<file path="src/rtl/seq_div4.sv">
// Sequential unsigned restoring divider, one quotient bit per clock.
// Define SEQDIV_DBZ_EARLY_EN to finish divide-by-zero in one cycle.
module seq_div4 #(
  parameter int WIDTH = 4
) (
  input  logic             clk,
  input  logic             rst,
  input  logic             start,
  input  logic [WIDTH-1:0] dividend,
  input  logic [WIDTH-1:0] divisor,
  output logic [WIDTH-1:0] quotient,
  output logic [WIDTH-1:0] remainder,
  output logic             busy,
  output logic             done,
  output logic             dbz
);

  localparam int CW = (WIDTH > 2) ? $clog2(WIDTH) : 1;

  localparam logic [1:0] IDLE = 2'd0;
  localparam logic [1:0] RUN  = 2'd1;
  localparam logic [1:0] DONE = 2'd2;

  logic [1:0]       state;
  logic [WIDTH-1:0] a;
  logic [WIDTH-1:0] d;
  logic [WIDTH-1:0] p;
  logic [WIDTH-1:0] q;
  logic [CW-1:0]    cnt;

  logic [WIDTH:0]   pn;
  logic [WIDTH:0]   t;
  logic             qb;
  logic [WIDTH-1:0] pnx;
  logic [WIDTH-1:0] qnx;

  // Partial remainder never exceeds the divisor, so WIDTH bits suffice
  // for the stored value; only the trial subtraction needs the extra bit.
  always_comb begin
    pn  = {p, a[WIDTH-1]};
    t   = pn - {1'b0, d};
    qb  = ~t[WIDTH];
    pnx = qb ? t[WIDTH-1:0] : pn[WIDTH-1:0];
    qnx = {q[WIDTH-2:0], qb};
  end

  assign busy = (state == RUN);
  assign done = (state == DONE);

  always_ff @(posedge clk) begin
    if (rst) begin
      state     <= IDLE;
      a         <= '0;
      d         <= '0;
      p         <= '0;
      q         <= '0;
      cnt       <= '0;
      quotient  <= '0;
      remainder <= '0;
      dbz       <= 1'b0;
    end else begin
      case (state)
        RUN: begin
          a <= a << 1;
          p <= pnx;
          q <= qnx;
          if (cnt == '0) begin
            state     <= DONE;
            quotient  <= qnx;
            remainder <= pnx;
            dbz       <= (d == '0);
          end else begin
            cnt <= cnt - 1'b1;
          end
        end
        default: begin
          if (start) begin
            a   <= dividend;
            d   <= divisor;
            p   <= '0;
            q   <= '0;
            cnt <= CW'(WIDTH - 1);
`ifdef SEQDIV_DBZ_EARLY_EN
            if (divisor == '0) begin
              state     <= DONE;
              quotient  <= '1;
              remainder <= dividend;
              dbz       <= 1'b1;
            end else begin
              state <= RUN;
            end
`else
            state <= RUN;
`endif
          end else begin
            state <= IDLE;
          end
        end
      endcase
    end
  end

endmodule
</file>
<file path="config.mk">
export PLATFORM = sky130hd
export DESIGN_NAME = seq_div4
export DESIGN_NICKNAME = d
export VERILOG_FILES = /design/src/rtl/seq_div4.sv
export SDC_FILE = /design/constraint.sdc
export NUM_CORES = 1
export LEC_CHECK = 0
export ABC_AREA = 0
export CORE_MARGIN = 3
export CORE_UTILIZATION = 53
export CTS_BUF_LIST = sky130_fd_sc_hd__clkbuf_8
export DETAILED_ROUTE_END_ITERATION = 7
export PLACE_DENSITY = 0.83
export SLEW_MARGIN = 20
export SYNTH_ARGS = -nofsm -noshare
export SYNTH_HDL_FRONTEND = slang
export SYNTH_SLANG_ARGS = --single-unit
</file>
<file path="constraint.sdc">
create_clock -name clk -period 3.5 [get_ports clk]
set_clock_uncertainty 0.15 [all_clocks]
set_input_delay 0.525 -clock clk [delete_from_list [all_inputs] [get_ports clk]]
set_output_delay 0.525 -clock clk [all_outputs]
set_load 0.01 [all_outputs]
</file>
Word level (Yosys, flattened, before mapping)
Cells that the tools add are included.
{"block": "word_totals", "input_bits": 11, "wordCells": 37, "register_bits": 28, "output_inout_bits": 11}
{"block": "classes", "bitwise_logic": 2, "mux": 12, "n_reduce_logical": 7, "eq_ne": 4, "n_addsub": 2}
{"op": "$mux 4", "count": 5}
{"op": "$mux 2", "count": 5}
{"op": "$reduce_and 2->1", "count": 3}
{"op": "$sub 5x4->5", "count": 1}
{"op": "$logic_not 4->1", "count": 1}
{"op": "$mux 3", "count": 1}
{"op": "$eq 2x1->1 const B", "count": 1}
{"op": "$eq 2x2->1 const B", "count": 1}
{"op": "$logic_not 2->1", "count": 1}
{"op": "$ne 2x1->1 const B", "count": 1}
{"op": "$ne 2x2->1 const B", "count": 1}
{"op": "$not 1->1", "count": 2}
{"op": "$reduce_bool 2->1", "count": 1}
{"op": "$reduce_or 2->1", "count": 1}
{"op": "$sub 2x1->2 const B", "count": 1}
{"op": "$mux 1", "count": 1}

Depth between registers and ports, before layout
Gate-level depths: netlist (run 1).
{"block": "depth", "ltp_word": 3, "mapped_depth": 8}

Worst setup path before layout (run 1)
OpenSTA, ideal clock, no wires.
{"block": "synth_timing", "kind": "reg2reg", "startpoint": "register a[3]", "endpoint": "register p[3]", "t_required_ns": 3.277, "path_slack_ns": 1.403, "path_stages_with_launch": 9, "t_arrival_ns": 1.874, "path_cell_list": "dfxtp_1 inv_1 ha_1 inv_1 fa_1 nand3_1 a21boi_2 or4b_4 o211ai_2"}
{"block": "synth_via", "elab_chain_cells": 3}
{"item": "start, declared", "line_no": "25", "rtl": "logic [WIDTH-1:0] a;"}
{"item": "start signal, assigned", "line_no": "64", "rtl": "a <= a << 1;"}
{"item": "start signal, assigned", "line_no": "78", "rtl": "a <= dividend;"}
{"item": "$sub 5x4->5", "line_no": "41", "rtl": "t = pn - {1'b0, d};"}
{"item": "$mux 4", "line_no": "43", "rtl": "pnx = qb ? t[WIDTH-1:0] : pn[WIDTH-1:0];"}
{"item": "$mux 4", "line_no": "62", "rtl": "case (state)"}
{"item": "end signal, assigned", "line_no": "65", "rtl": "p <= pnx;"}
{"item": "end, declared", "line_no": "27", "rtl": "logic [WIDTH-1:0] p;"}
No other way between the ends.
A chain may end at the register's enable or synchronous reset.

Worst setup path after layout (run 1)
{"block": "layout_timing", "startpoint": "register state[1]", "endpoint": "output port busy"}
{"block": "layout_via", "elab_chain_cells": 1}
{"item": "start, declared", "line_no": "24", "rtl": "logic [1:0] state;"}
{"item": "start signal, assigned", "line_no": "52", "rtl": "state <= IDLE;"}
{"item": "start signal, assigned", "line_no": "68", "rtl": "state <= DONE;"}
{"item": "start signal, assigned", "line_no": "93", "rtl": "state <= RUN;"}
{"item": "$eq 2x1->1", "line_no": "47", "rtl": "assign busy = (state == RUN);"}
{"item": "end, declared", "line_no": "13", "rtl": "output logic busy,"}
No other way between the ends.

==> results of run 1 <==
[metal layers]
| layer | routed length [µm] | vias up | GRT usage | part of all wire |
|---|---|---|---|---|
| met1 | 1310 | 582 | 0.246 | 0.41 |
| li1 | - | 620 | - | - |
| met3 | 179 | 10 | 0.0445 | 0.056 |
| met5 | 0 | - | 0 | 0 |
| met4 | 74 | 0 | 0.0861 | 0.023 |
| met2 | 1650 | 52 | 0.374 | 0.51 |
[worst min-delay path: stages (launching register included)]
cell and delay [ps]:
dfxtp_1 320, nand2_1 50, a21oi_1 50
[sequential cells by signal, indices dropped and copies added (netlist names)]
signal and count:
a 4, quotient 4, dbz 1, d 4, q 3, p 4
remainder 4, cnt 2, state 2
[placed cells by master (no fill, tap or decap), types with 2 or more instances in the layout]
cell             count
clkbuf_8             3
nand2_1             20
mux2i_1              4
nor2b_1              2
clkdlybuf4s50_1     21
nand3b_1            10
a221oi_1             2
nand3_1              9
buf_4                2
o211ai_1             2
o21ai_0              2
or3_1                2
dfxtp_1             28
nor3_1               3
o211ai_2             2
ha_1                 5
inv_1               10
nand2b_1             6
nor2_1               6
a21oi_1             18
a211oi_1             4
[worst max-delay path by stage]
stage | startpoint | to | slack [ps] | cells past startpoint
finish | state[1] | busy | 970 | 4
detailed placement | start | p[3] | 1150 | 3
global route | state[1] | busy | 840 | 4
floorplan | a[3] | p[3] | 1400 | 8
global placement | start | p[3] | 1180 | 3
CTS | state[1] | busy | 960 | 4
[power by group through the flow]
stage / Combinational [mW] / Sequential, mW / Clock, mW
after floorplan: 0.158 / 0.366 / 0
after global placement: 0.210 / 0.368 / 0
after detailed placement: 0.217 / 0.370 / 0
after CTS: 0.222 / 0.362 / 0.264
after global routing: 0.248 / 0.366 / 0.275
final: 0.222 / 0.362 / 0.257
[synthesized netlist by cell type (all sizes together), types with 2 or more instances]
cell / number
dfxtp: 28
nand2: 20
a21oi: 19
inv: 10
nand3b: 10
nand3: 9
clkbuf: 7
nand2b: 6
nor2: 6
a211oi: 5
ha: 5
mux2i: 4
o211ai: 4
buf: 3
nor3: 3
a221oi: 2
nor2b: 2
o21ai: 2
or3: 2
or4b: 2
[area by class of cell]
type	instances	area, µm²	share of cell area
clock buffers	3	41.3	0.0241
clock inverters	1	30.0	0.0175
inverters	10	37.5	0.0219
multi-input cells	117	781	0.456
flip-flops and latches	28	561	0.327
well taps	30	37.5	0.0219
repair buffers	23	225	0.131
[kinds of logic (layout without fill, tap and decap cells)]
logic type / count (synthesis) / in the layout / share of synthesized area
fa+ha+maj: 6 / 6 / 0.0582
mux: 4 / 4 / 0.0282
compound gates: 41 / 41 / 0.209
flops: 28 / 28 / 0.395
simple gates: 65 / 65 / 0.249
buf+inv: 20 / 37 / 0.0547
xor+xnor: 1 / 1 / 0.00617
==> metrics.txt, run 1 <==
# TYPE chip_impl_metric gauge
chip_impl_metric{name="timing.slew.headroom",unit=""} 0.603
chip_impl_metric{name="peak_clock_frequency_supported_by_timing",unit="MHz"} 395
chip_impl_metric{name="max_cap_viol_count",unit=""} 0
chip_impl_metric{name="ys_seq_area_frac",unit=""} 0.395
chip_impl_metric{name="initialDrtViolationCount",unit=""} 33
chip_impl_metric{name="die-width",unit="µm"} 57.7
chip_impl_metric{name="clock_sinks",unit=""} 28
chip_impl_metric{name="wirelength",unit="µm"} 3210
chip_impl_metric{name="first_pass_grt_wire_length",unit="µm"} 5490
chip_impl_metric{name="cts-hold-fix-buffers",unit=""} 0
chip_impl_metric{name="layout-area-overhead-vs-synth",unit="%"} 20.7
chip_impl_metric{name="fin_cells",unit=""} 212
chip_impl_metric{name="setup_total_neg_slack",unit="ps"} 0
chip_impl_metric{name="clock_power_share",unit=""} 0.306
chip_impl_metric{name="number_of_cells_traversed_by_the_worst_register_to_register_path",unit=""} 8
chip_impl_metric{name="pre_cts_ws",unit="ps"} 1150
chip_impl_metric{name="comb_power_share",unit=""} 0.264
chip_impl_info{name="class_of_the_worst_hold_path",value="reg -> reg"} 1
chip_impl_metric{name="total_clock_buffers_created_by_cts",unit=""} 3
chip_impl_metric{name="filler_cell_count",unit=""} 213
chip_impl_info{name="synthTopCellsByArea",value="dfxtp_1, a21oi_1, nand2_1"} 1
chip_impl_info{name="crit_family",value="buffers and inverters"} 1
chip_impl_metric{name="crit_required",unit="ps"} 2820
chip_impl_metric{name="placementRows",unit=""} 18
chip_impl_info{name="crit_type",value="reg -> out"} 1
chip_impl_metric{name="detailed_place_hpwl",unit="µm"} 2260
chip_impl_metric{name="floorplan.initialDensity",unit=""} 0.563
chip_impl_metric{name="worst-r2r-setup-slack",unit="ps"} 1210
chip_impl_metric{name="whs",unit="ps"} 310
chip_impl_metric{name="global_route.usage.total",unit=""} 0.211
chip_impl_info{name="worstHoldEndpoint",value="remainder[0]"} 1
chip_impl_metric{name="drtAntennaViolNets",unit=""} 0
chip_impl_metric{name="slew_worst_pin",unit="ps"} 594
chip_impl_metric{name="yosys.area.top_type_share",unit=""} 0.395
chip_impl_info{name="worstReg2RegEnd",value="remainder[1]"} 1
chip_impl_info{name="grt_setup_unrepaired",value="false"} 1
chip_impl_metric{name="finalWeightedCongestion",unit=""} 0.914
chip_impl_metric{name="hold-path-cell-count",unit=""} 2
chip_impl_metric{name="worstSkewPairLatency",unit="ps"} 280
chip_impl_info{name="reg2reg_from",value="a[3]"} 1
chip_impl_metric{name="routed-via-count",unit=""} 1264
chip_impl_metric{name="cts-htree-levels",unit=""} 1
chip_impl_metric{name="clockBufferDepth",unit=""} 2
chip_impl_metric{name="viasPerCell",unit=""} 5.96
chip_impl_metric{name="total_power",unit="µW"} 842
chip_impl_info{name="run_status",value="finished, final reports clean"} 1
chip_impl_metric{name="cp_data_arrival_time",unit="ps"} 1860
chip_impl_metric{name="synthArstFlopShare",unit=""} 0
chip_impl_info{name="synthDominantAreaCellType",value="dfxtp_1"} 1
chip_impl_metric{name="instance_area_at_placement",unit="mm²"} 0.00164
chip_impl_metric{name="synth_enable_flop_cells",unit=""} 0
chip_impl_metric{name="critPathMaxFanout",unit=""} 22
chip_impl_metric{name="post-cts-setup-buffers",unit=""} 0
chip_impl_metric{name="total_switching_power",unit="µW"} 248
chip_impl_metric{name="final_net_count",unit=""} 200
chip_impl_metric{name="synth.ff_latch_count",unit=""} 28
chip_impl_metric{name="grt_antenna_before_repair",unit=""} 0
chip_impl_metric{name="post_cts_resized",unit=""} 0
chip_impl_metric{name="die_area",unit="mm²"} 0.00333
chip_impl_metric{name="antennaDiodeCount",unit=""} 0
chip_impl_metric{name="worst_path_max_stage_delay",unit="ps"} 610
chip_impl_metric{name="peakVddDrop",unit="V"} 0.000328
chip_impl_metric{name="final_area",unit="mm²"} 0.00171
chip_impl_metric{name="syn_nets",unit=""} 182
chip_impl_metric{name="fp.dieH",unit="µm"} 57.7
chip_impl_metric{name="grt_start_max_net_pins",unit=""} 30
chip_impl_metric{name="worst_slack",unit="ps"} 970
chip_impl_info{name="path_cells",value="nand2b_1 > buf_4 > inv_1 > clkdlybuf4s50_1"} 1
chip_impl_info{name="worst_setup_path_start_kind",value="register"} 1
chip_impl_metric{name="finalHoldViolations",unit=""} 0
chip_impl_info{name="clock_root_buffer_master",value="clkbuf_8"} 1
chip_impl_metric{name="min_period",unit="ps"} 2530
chip_impl_metric{name="cellLeakagePower",unit="nW"} 0.635
chip_impl_metric{name="grt_overflow",unit=""} 0
chip_impl_metric{name="synth_cells",unit=""} 165
chip_impl_metric{name="place_inst",unit=""} 208
chip_impl_metric{name="setup_viol_count_final",unit=""} 0
chip_impl_metric{name="drt-wirelength-per-cell",unit="µm"} 15.2
chip_impl_metric{name="synth.distinct_cells",unit=""} 41
chip_impl_metric{name="final-max-slew-violation-count",unit=""} 0
chip_impl_metric{name="drtPass1Iterations",unit=""} 4
chip_impl_metric{name="clk_pin_slew",unit="ps"} 100
chip_impl_metric{name="p_int",unit="µW"} 594
chip_impl_metric{name="netlist_area",unit="mm²"} 0.00142
chip_impl_metric{name="yosys_warnings",unit=""} 0
chip_impl_metric{name="cp.buffers_inverters",unit=""} 3
chip_impl_metric{name="core",unit="mm²"} 0.00252
chip_impl_info{name="worstHoldStart",value="remainder[0]"} 1
chip_impl_info{name="cts_tree",value="done"} 1
chip_impl_metric{name="numPortBuffers",unit=""} 21
chip_impl_metric{name="post-route-drc-count",unit=""} 0
chip_impl_metric{name="post_route_cells_drive_above_1_share",unit=""} 0.0879
chip_impl_metric{name="share_seq_of_total_power",unit=""} 0.430
chip_impl_info{name="cp-end-kind",value="output port"} 1
chip_impl_info{name="most_used_dff_post_synth",value="dfxtp_1"} 1
chip_impl_metric{name="final_util",unit=""} 0.679
chip_impl_info{name="critical_path_slowest_stage_cell",value="clkdlybuf4s50_1"} 1
chip_impl_metric{name="power.switching_fraction",unit=""} 0.294
chip_impl_metric{name="io-pin-count",unit=""} 22
chip_impl_metric{name="final_min_period_over_clock_period",unit=""} 0.723
chip_impl_metric{name="vias_in_the_first_global_route",unit=""} 1251
chip_impl_metric{name="syn_avg_cell_area",unit="µm²"} 8.60
chip_impl_metric{name="powerDensity",unit="mW/mm²"} 492
Note: power is estimated with default switching activity, not from simulation.
==> run 2: changes to the inputs <==
clock period = 2.55 ns   (was 3.5 ns; I/O delays follow)
==> run 2 against run 1 <==
Compared with the run above: first-iteration DRC count grew 21%; hold slack worse by 1.3 ps; register-to-register slack got worse by 980 ps; cell count up 0.94%; core utilization grew 0.60 points; critical path type is now reg -> reg; largest cell class unchanged.
==> metrics.txt, run 2 (synthesized netlist as in run 1, its figures left out) <==
# TYPE chip_impl_metric gauge
chip_impl_metric{name="hold-path-cell-count",unit=""} 2
chip_impl_metric{name="clockBufferDepth",unit=""} 2
chip_impl_metric{name="placementRows",unit=""} 18
chip_impl_metric{name="total_clock_buffers_created_by_cts",unit=""} 3
chip_impl_metric{name="timing.slew.headroom",unit=""} 0.742
chip_impl_metric{name="filler_cell_count",unit=""} 216
chip_impl_metric{name="place_inst",unit=""} 210
chip_impl_info{name="grt_setup_unrepaired",value="false"} 1
chip_impl_metric{name="post_route_cells_drive_above_1_share",unit=""} 0.0978
chip_impl_metric{name="min_period",unit="ps"} 2320
chip_impl_metric{name="worstSkewPairLatency",unit="ps"} 290
chip_impl_metric{name="peakVddDrop",unit="V"} 0.000541
chip_impl_metric{name="setup_viol_count_final",unit=""} 0
chip_impl_metric{name="drt-wirelength-per-cell",unit="µm"} 15.0
chip_impl_metric{name="io-pin-count",unit=""} 22
chip_impl_metric{name="powerDensity",unit="mW/mm²"} 675
chip_impl_metric{name="number_of_cells_traversed_by_the_worst_register_to_register_path",unit=""} 8
chip_impl_metric{name="drtPass1Iterations",unit=""} 4
chip_impl_metric{name="numPortBuffers",unit=""} 21
chip_impl_info{name="crit_type",value="reg -> reg"} 1
chip_impl_info{name="run_status",value="finished, final reports clean"} 1
chip_impl_metric{name="routed-via-count",unit=""} 1256
chip_impl_metric{name="multiInputGateArea",unit="µm²"} 781
chip_impl_metric{name="worst-r2r-setup-slack",unit="ps"} 230
chip_impl_metric{name="setup_total_neg_slack",unit="ps"} 0
chip_impl_metric{name="grt_antenna_before_repair",unit=""} 0
chip_impl_metric{name="reg_area",unit="µm²"} 561
chip_impl_metric{name="cellLeakagePower",unit="nW"} 0.645
chip_impl_metric{name="clock_sinks",unit=""} 28
chip_impl_metric{name="die-width",unit="µm"} 57.7
chip_impl_metric{name="layout-area-overhead-vs-synth",unit="%"} 21.8
chip_impl_metric{name="peak_clock_frequency_supported_by_timing",unit="MHz"} 432
chip_impl_info{name="most_frequent_standard_cell_in_the_layout_excluding_fill_and_tap_cells",value="dfxtp_1"} 1
chip_impl_metric{name="core",unit="mm²"} 0.00252
chip_impl_metric{name="cp_data_arrival_time",unit="ps"} 2390
chip_impl_metric{name="post-route-drc-count",unit=""} 0
chip_impl_metric{name="critPathMaxFanout",unit=""} 5
chip_impl_metric{name="floorplan.initialDensity",unit=""} 0.563
chip_impl_info{name="most-common-layout-cells",value="dfxtp_1, clkdlybuf4s50_1, nand2_1"} 1
chip_impl_metric{name="finalWeightedCongestion",unit=""} 0.933
chip_impl_info{name="reg2reg_from",value="a[3]"} 1
chip_impl_metric{name="finalHoldViolations",unit=""} 0
chip_impl_metric{name="die_area",unit="mm²"} 0.00333
chip_impl_metric{name="grt_overflow",unit=""} 0
chip_impl_metric{name="slew_worst_pin",unit="ps"} 386
chip_impl_metric{name="final_min_period_over_clock_period",unit=""} 0.908
chip_impl_metric{name="antennaDiodeCount",unit=""} 0
chip_impl_metric{name="global_route.usage.total",unit=""} 0.216
chip_impl_info{name="clock_root_buffer_master",value="clkbuf_8"} 1
chip_impl_metric{name="final_net_count",unit=""} 202
chip_impl_info{name="worstReg2RegEnd",value="p[3]"} 1
chip_impl_metric{name="fin_cells",unit=""} 214
chip_impl_info{name="cp-end-kind",value="register"} 1
chip_impl_metric{name="initialDrtViolationCount",unit=""} 40
chip_impl_info{name="worstHoldStart",value="q[2]"} 1
chip_impl_info{name="class_of_the_worst_hold_path",value="reg -> reg"} 1
chip_impl_metric{name="total_power",unit="mW"} 1.17
chip_impl_info{name="worst_setup_path_start_kind",value="register"} 1
chip_impl_metric{name="cts-htree-levels",unit=""} 1
chip_impl_metric{name="viasPerCell",unit=""} 5.87
chip_impl_metric{name="max_cap_viol_count",unit=""} 0
chip_impl_metric{name="grt_start_max_net_pins",unit=""} 30
chip_impl_metric{name="vias_in_the_first_global_route",unit=""} 1195
chip_impl_metric{name="post-cts-setup-buffers",unit=""} 0
chip_impl_metric{name="drtAntennaViolNets",unit=""} 0
chip_impl_metric{name="first_pass_grt_wire_length",unit="µm"} 5520
chip_impl_metric{name="post_cts_resized",unit=""} 0
chip_impl_info{name="cts_tree",value="done"} 1
chip_impl_metric{name="fp.dieH",unit="µm"} 57.7
chip_impl_info{name="worstHoldEndpoint",value="quotient[3]"} 1
chip_impl_metric{name="crit_required",unit="ps"} 2620
chip_impl_metric{name="cts-hold-fix-buffers",unit=""} 0
chip_impl_metric{name="clk_pin_slew",unit="ps"} 110
chip_impl_metric{name="final-max-slew-violation-count",unit=""} 0
chip_impl_metric{name="wirelength",unit="µm"} 3210
chip_impl_metric{name="detailed_place_hpwl",unit="µm"} 2270
[run 2: area by class of cell]
cell class,count,share of cell area
clock buffers,3,0.0239
clock inverters,1,0.0174
inverters,10,0.0217
multi-input cells,117,0.452
flip-flops and latches,28,0.324
well taps,30,0.0217
repair buffers,25,0.139
[run 2: worst max-delay path, cell delays in order, from the launching register on]
cell and delay (ps):
dfxtp_1 340, inv_1 60, ha_1 150, inv_1 60
fa_1 430, nand3_1 210, a21boi_2 120, or4b_4 570
o211ai_2 180
[run 2: per-stage QoR]
stage	cell area [µm²]	worst slack [ps]	utilization	hold WS, ps
2_1_floorplan	1420	453	-	282
3_3_place_gp	1660	392	0.657	290
3_5_place_dp	1660	283	0.657	299
4_1_cts	1730	237	0.685	313
5_1_grt	1730	111	0.685	343
6_report	1730	234	0.685	309
[run 2: how the worst max path moves through the flow]
stage	depth (start not counted)	endpoint	start
2_1_floorplan	8	p[3]	a[3]
3_3_place_gp	8	p[3]	a[3]
3_5_place_dp	8	p[3]	a[3]
4_1_cts	8	p[3]	a[3]
5_1_grt	8	p[3]	a[3]
6_report	8	p[3]	a[3]
[run 2: power by group]
| group | total (mW) | internal (mW) | switching [mW] | leakage (nW) |
|---|---|---|---|---|
| Sequential | 0.497 | 0.471 | 0.0257 | 0.229 |
| Combinational | 0.309 | 0.137 | 0.172 | 0.380 |
| Clock | 0.361 | 0.211 | 0.150 | 0.0357 |
| Total | 1.17 | 0.819 | 0.348 | 0.645 |
[run 2: layer usage]
metal,wire [µm],track usage
met4,67,0.0993
met3,146,0.0379
met2,1530,0.360
met1,1470,0.271
met5,0,0
==> run 3: changes to the inputs <==
CORE_UTILIZATION = 52   (was 53)
CTS_BUF_LIST = not set   (was sky130_fd_sc_hd__clkbuf_8)
PLACE_DENSITY = 0.81   (was 0.83)
==> run 3 against run 2 <==
Compared with the run above: final area decreased by 1.5%; core utilization decreased by 1.6 points; non-clock buffer count decreased by 1; critical path depth decreased by 5; critical path type is now reg -> out; largest cell class unchanged; highest routed layer unchanged.
==> metrics.txt, run 3 (synthesized netlist as in run 1, its figures left out) <==
# TYPE chip_impl_metric gauge
chip_impl_metric{name="drtPass1Iterations",unit=""} 4
chip_impl_metric{name="layout-area-overhead-vs-synth",unit="%"} 19.9
chip_impl_metric{name="power.switching_fraction",unit=""} 0.297
chip_impl_metric{name="cts-htree-levels",unit=""} 1
chip_impl_metric{name="filler_cell_count",unit=""} 230
chip_impl_metric{name="wirelength",unit="µm"} 3030
chip_impl_metric{name="timing.slew.headroom",unit=""} 0.745
chip_impl_metric{name="drt-wirelength-per-cell",unit="µm"} 14.2
chip_impl_metric{name="clockBufferDepth",unit=""} 2
chip_impl_metric{name="worstSkewPairLatency",unit="ps"} 330
chip_impl_metric{name="final_net_count",unit=""} 201
chip_impl_metric{name="vias_in_the_first_global_route",unit=""} 1200
chip_impl_metric{name="comb_power_share",unit=""} 0.276
chip_impl_metric{name="routed-via-count",unit=""} 1236
chip_impl_info{name="cts_tree",value="done"} 1
chip_impl_metric{name="global_route.usage.total",unit=""} 0.203
chip_impl_metric{name="post_cts_resized",unit=""} 0
chip_impl_info{name="worst_setup_path_start_kind",value="register"} 1
chip_impl_metric{name="die-width",unit="µm"} 58.2
chip_impl_metric{name="numPortBuffers",unit=""} 21
chip_impl_metric{name="placementRows",unit=""} 18
chip_impl_metric{name="p_int",unit="µW"} 766
chip_impl_metric{name="clock_sinks",unit=""} 28
chip_impl_metric{name="powerDensity",unit="mW/mm²"} 641
chip_impl_metric{name="clk_pin_slew",unit="ps"} 150
chip_impl_metric{name="peak_clock_frequency_supported_by_timing",unit="MHz"} 441
chip_impl_metric{name="finalHoldViolations",unit=""} 0
chip_impl_metric{name="initialDrtViolationCount",unit=""} 42
chip_impl_metric{name="grt_overflow",unit=""} 0
chip_impl_info{name="most_frequent_standard_cell_in_the_layout_excluding_fill_and_tap_cells",value="dfxtp_1"} 1
chip_impl_metric{name="fin_cells",unit=""} 213
chip_impl_info{name="cp-end-kind",value="output port"} 1
chip_impl_metric{name="final_min_period_over_clock_period",unit=""} 0.890
chip_impl_info{name="crit_type",value="reg -> out"} 1
chip_impl_metric{name="post-route-drc-count",unit=""} 0
chip_impl_metric{name="fp.dieH",unit="µm"} 58.2
chip_impl_metric{name="place_inst",unit=""} 209
chip_impl_metric{name="drtAntennaViolNets",unit=""} 0
chip_impl_metric{name="max_cap_viol_count",unit=""} 0
chip_impl_metric{name="post_route_cells_drive_above_1_share",unit=""} 0.0929
chip_impl_metric{name="total_switching_power",unit="µW"} 324
chip_impl_info{name="grt_setup_unrepaired",value="false"} 1
chip_impl_metric{name="final-max-slew-violation-count",unit=""} 0
chip_impl_metric{name="setup_total_neg_slack",unit="ps"} 0
chip_impl_metric{name="first_pass_grt_wire_length",unit="µm"} 5370
chip_impl_metric{name="io-pin-count",unit=""} 22
chip_impl_metric{name="finalWeightedCongestion",unit=""} 0.879
chip_impl_metric{name="grt_start_max_net_pins",unit=""} 30
chip_impl_metric{name="min_period",unit="ps"} 2270
chip_impl_metric{name="post-cts-setup-buffers",unit=""} 0
chip_impl_metric{name="cp_data_arrival_time",unit="ps"} 1740
chip_impl_metric{name="core",unit="mm²"} 0.00254
chip_impl_metric{name="share_seq_of_total_power",unit=""} 0.456
chip_impl_metric{name="peakVddDrop",unit="V"} 0.000540
chip_impl_metric{name="cellLeakagePower",unit="nW"} 0.632
chip_impl_metric{name="cts-hold-fix-buffers",unit=""} 0
chip_impl_metric{name="grt_antenna_before_repair",unit=""} 0
chip_impl_metric{name="detailed_place_hpwl",unit="µm"} 2210
chip_impl_metric{name="slew_worst_pin",unit="ps"} 383
chip_impl_info{name="clock_root_buffer_master",value="clkbuf_4"} 1
chip_impl_metric{name="critPathMaxFanout",unit=""} 13
chip_impl_metric{name="clock_power_share",unit=""} 0.268
chip_impl_info{name="run_status",value="finished, final reports clean"} 1
chip_impl_metric{name="antennaDiodeCount",unit=""} 0
chip_impl_metric{name="total_clock_buffers_created_by_cts",unit=""} 3
chip_impl_metric{name="floorplan.initialDensity",unit=""} 0.558
chip_impl_info{name="class_of_the_worst_hold_path",value="reg -> reg"} 1
chip_impl_metric{name="setup_viol_count_final",unit=""} 0
chip_impl_metric{name="die_area",unit="mm²"} 0.00339
chip_impl_info{name="most-common-layout-cells",value="dfxtp_1, clkdlybuf4s50_1, nand2_1"} 1
chip_impl_metric{name="crit_required",unit="ps"} 2020
chip_impl_metric{name="viasPerCell",unit=""} 5.80
-- run 3: per-stage QoR --
stage	hold slack, ps	total power [mW]	util	worst slack [ps]	cell area, µm²
4_1_cts	317	1.09	0.669	281	1700
5_1_grt	350	1.16	0.669	124	1700
3_3_place_gp	291	0.796	0.648	394	1650
2_1_floorplan	282	0.718	-	453	1420
3_5_place_dp	297	0.804	0.648	330	1650
6_report	312	1.09	0.669	280	1700
-- run 3: worst max-delay path: stages, from the launching register on --
cell	delay, ps
dfxtp_1	330
nand2b_1	150
inv_1	300
clkdlybuf4s50_1	610
-- run 3: final timing paths --
kind                              startpoint      endpoint  cells after the start  slack [ps]
worst min-delay path            remainder[0]  remainder[0]                      2         310
worst max-delay path                state[1]          busy                      3         280
worst min register to register  remainder[0]  remainder[0]                      2         310
worst max register to register          a[3]  remainder[1]                      8         300
-- run 3: per-layer routing --
metal,up-vias,track usage,share of wire
li1,623,-,-
met1,566,0.261,0.45
met2,41,0.344,0.49
met3,6,0.0334,0.051
met4,0,0.0695,0.013
met5,-,0,0
-- run 3: cell type report --
class	count	area (µm²)	area share
Multi-Input combinational cell	117	781	0.459
Sequential cell	28	561	0.329
Timing Repair Buffer	24	233	0.137
Inverter	10	37.5	0.0221
Tap cell	30	37.5	0.0221
Clock inverter	1	30.0	0.0176
Clock buffer	3	22.5	0.0132
-- run 3: power groups by stage --
stage	combinational (mW)	clock [mW]	sequential, mW
after floorplan	0.216	0	0.502
after global placement	0.291	0	0.505
after detailed placement	0.297	0	0.507
after CTS	0.300	0.297	0.498
after global routing	0.334	0.321	0.504
final	0.301	0.292	0.497
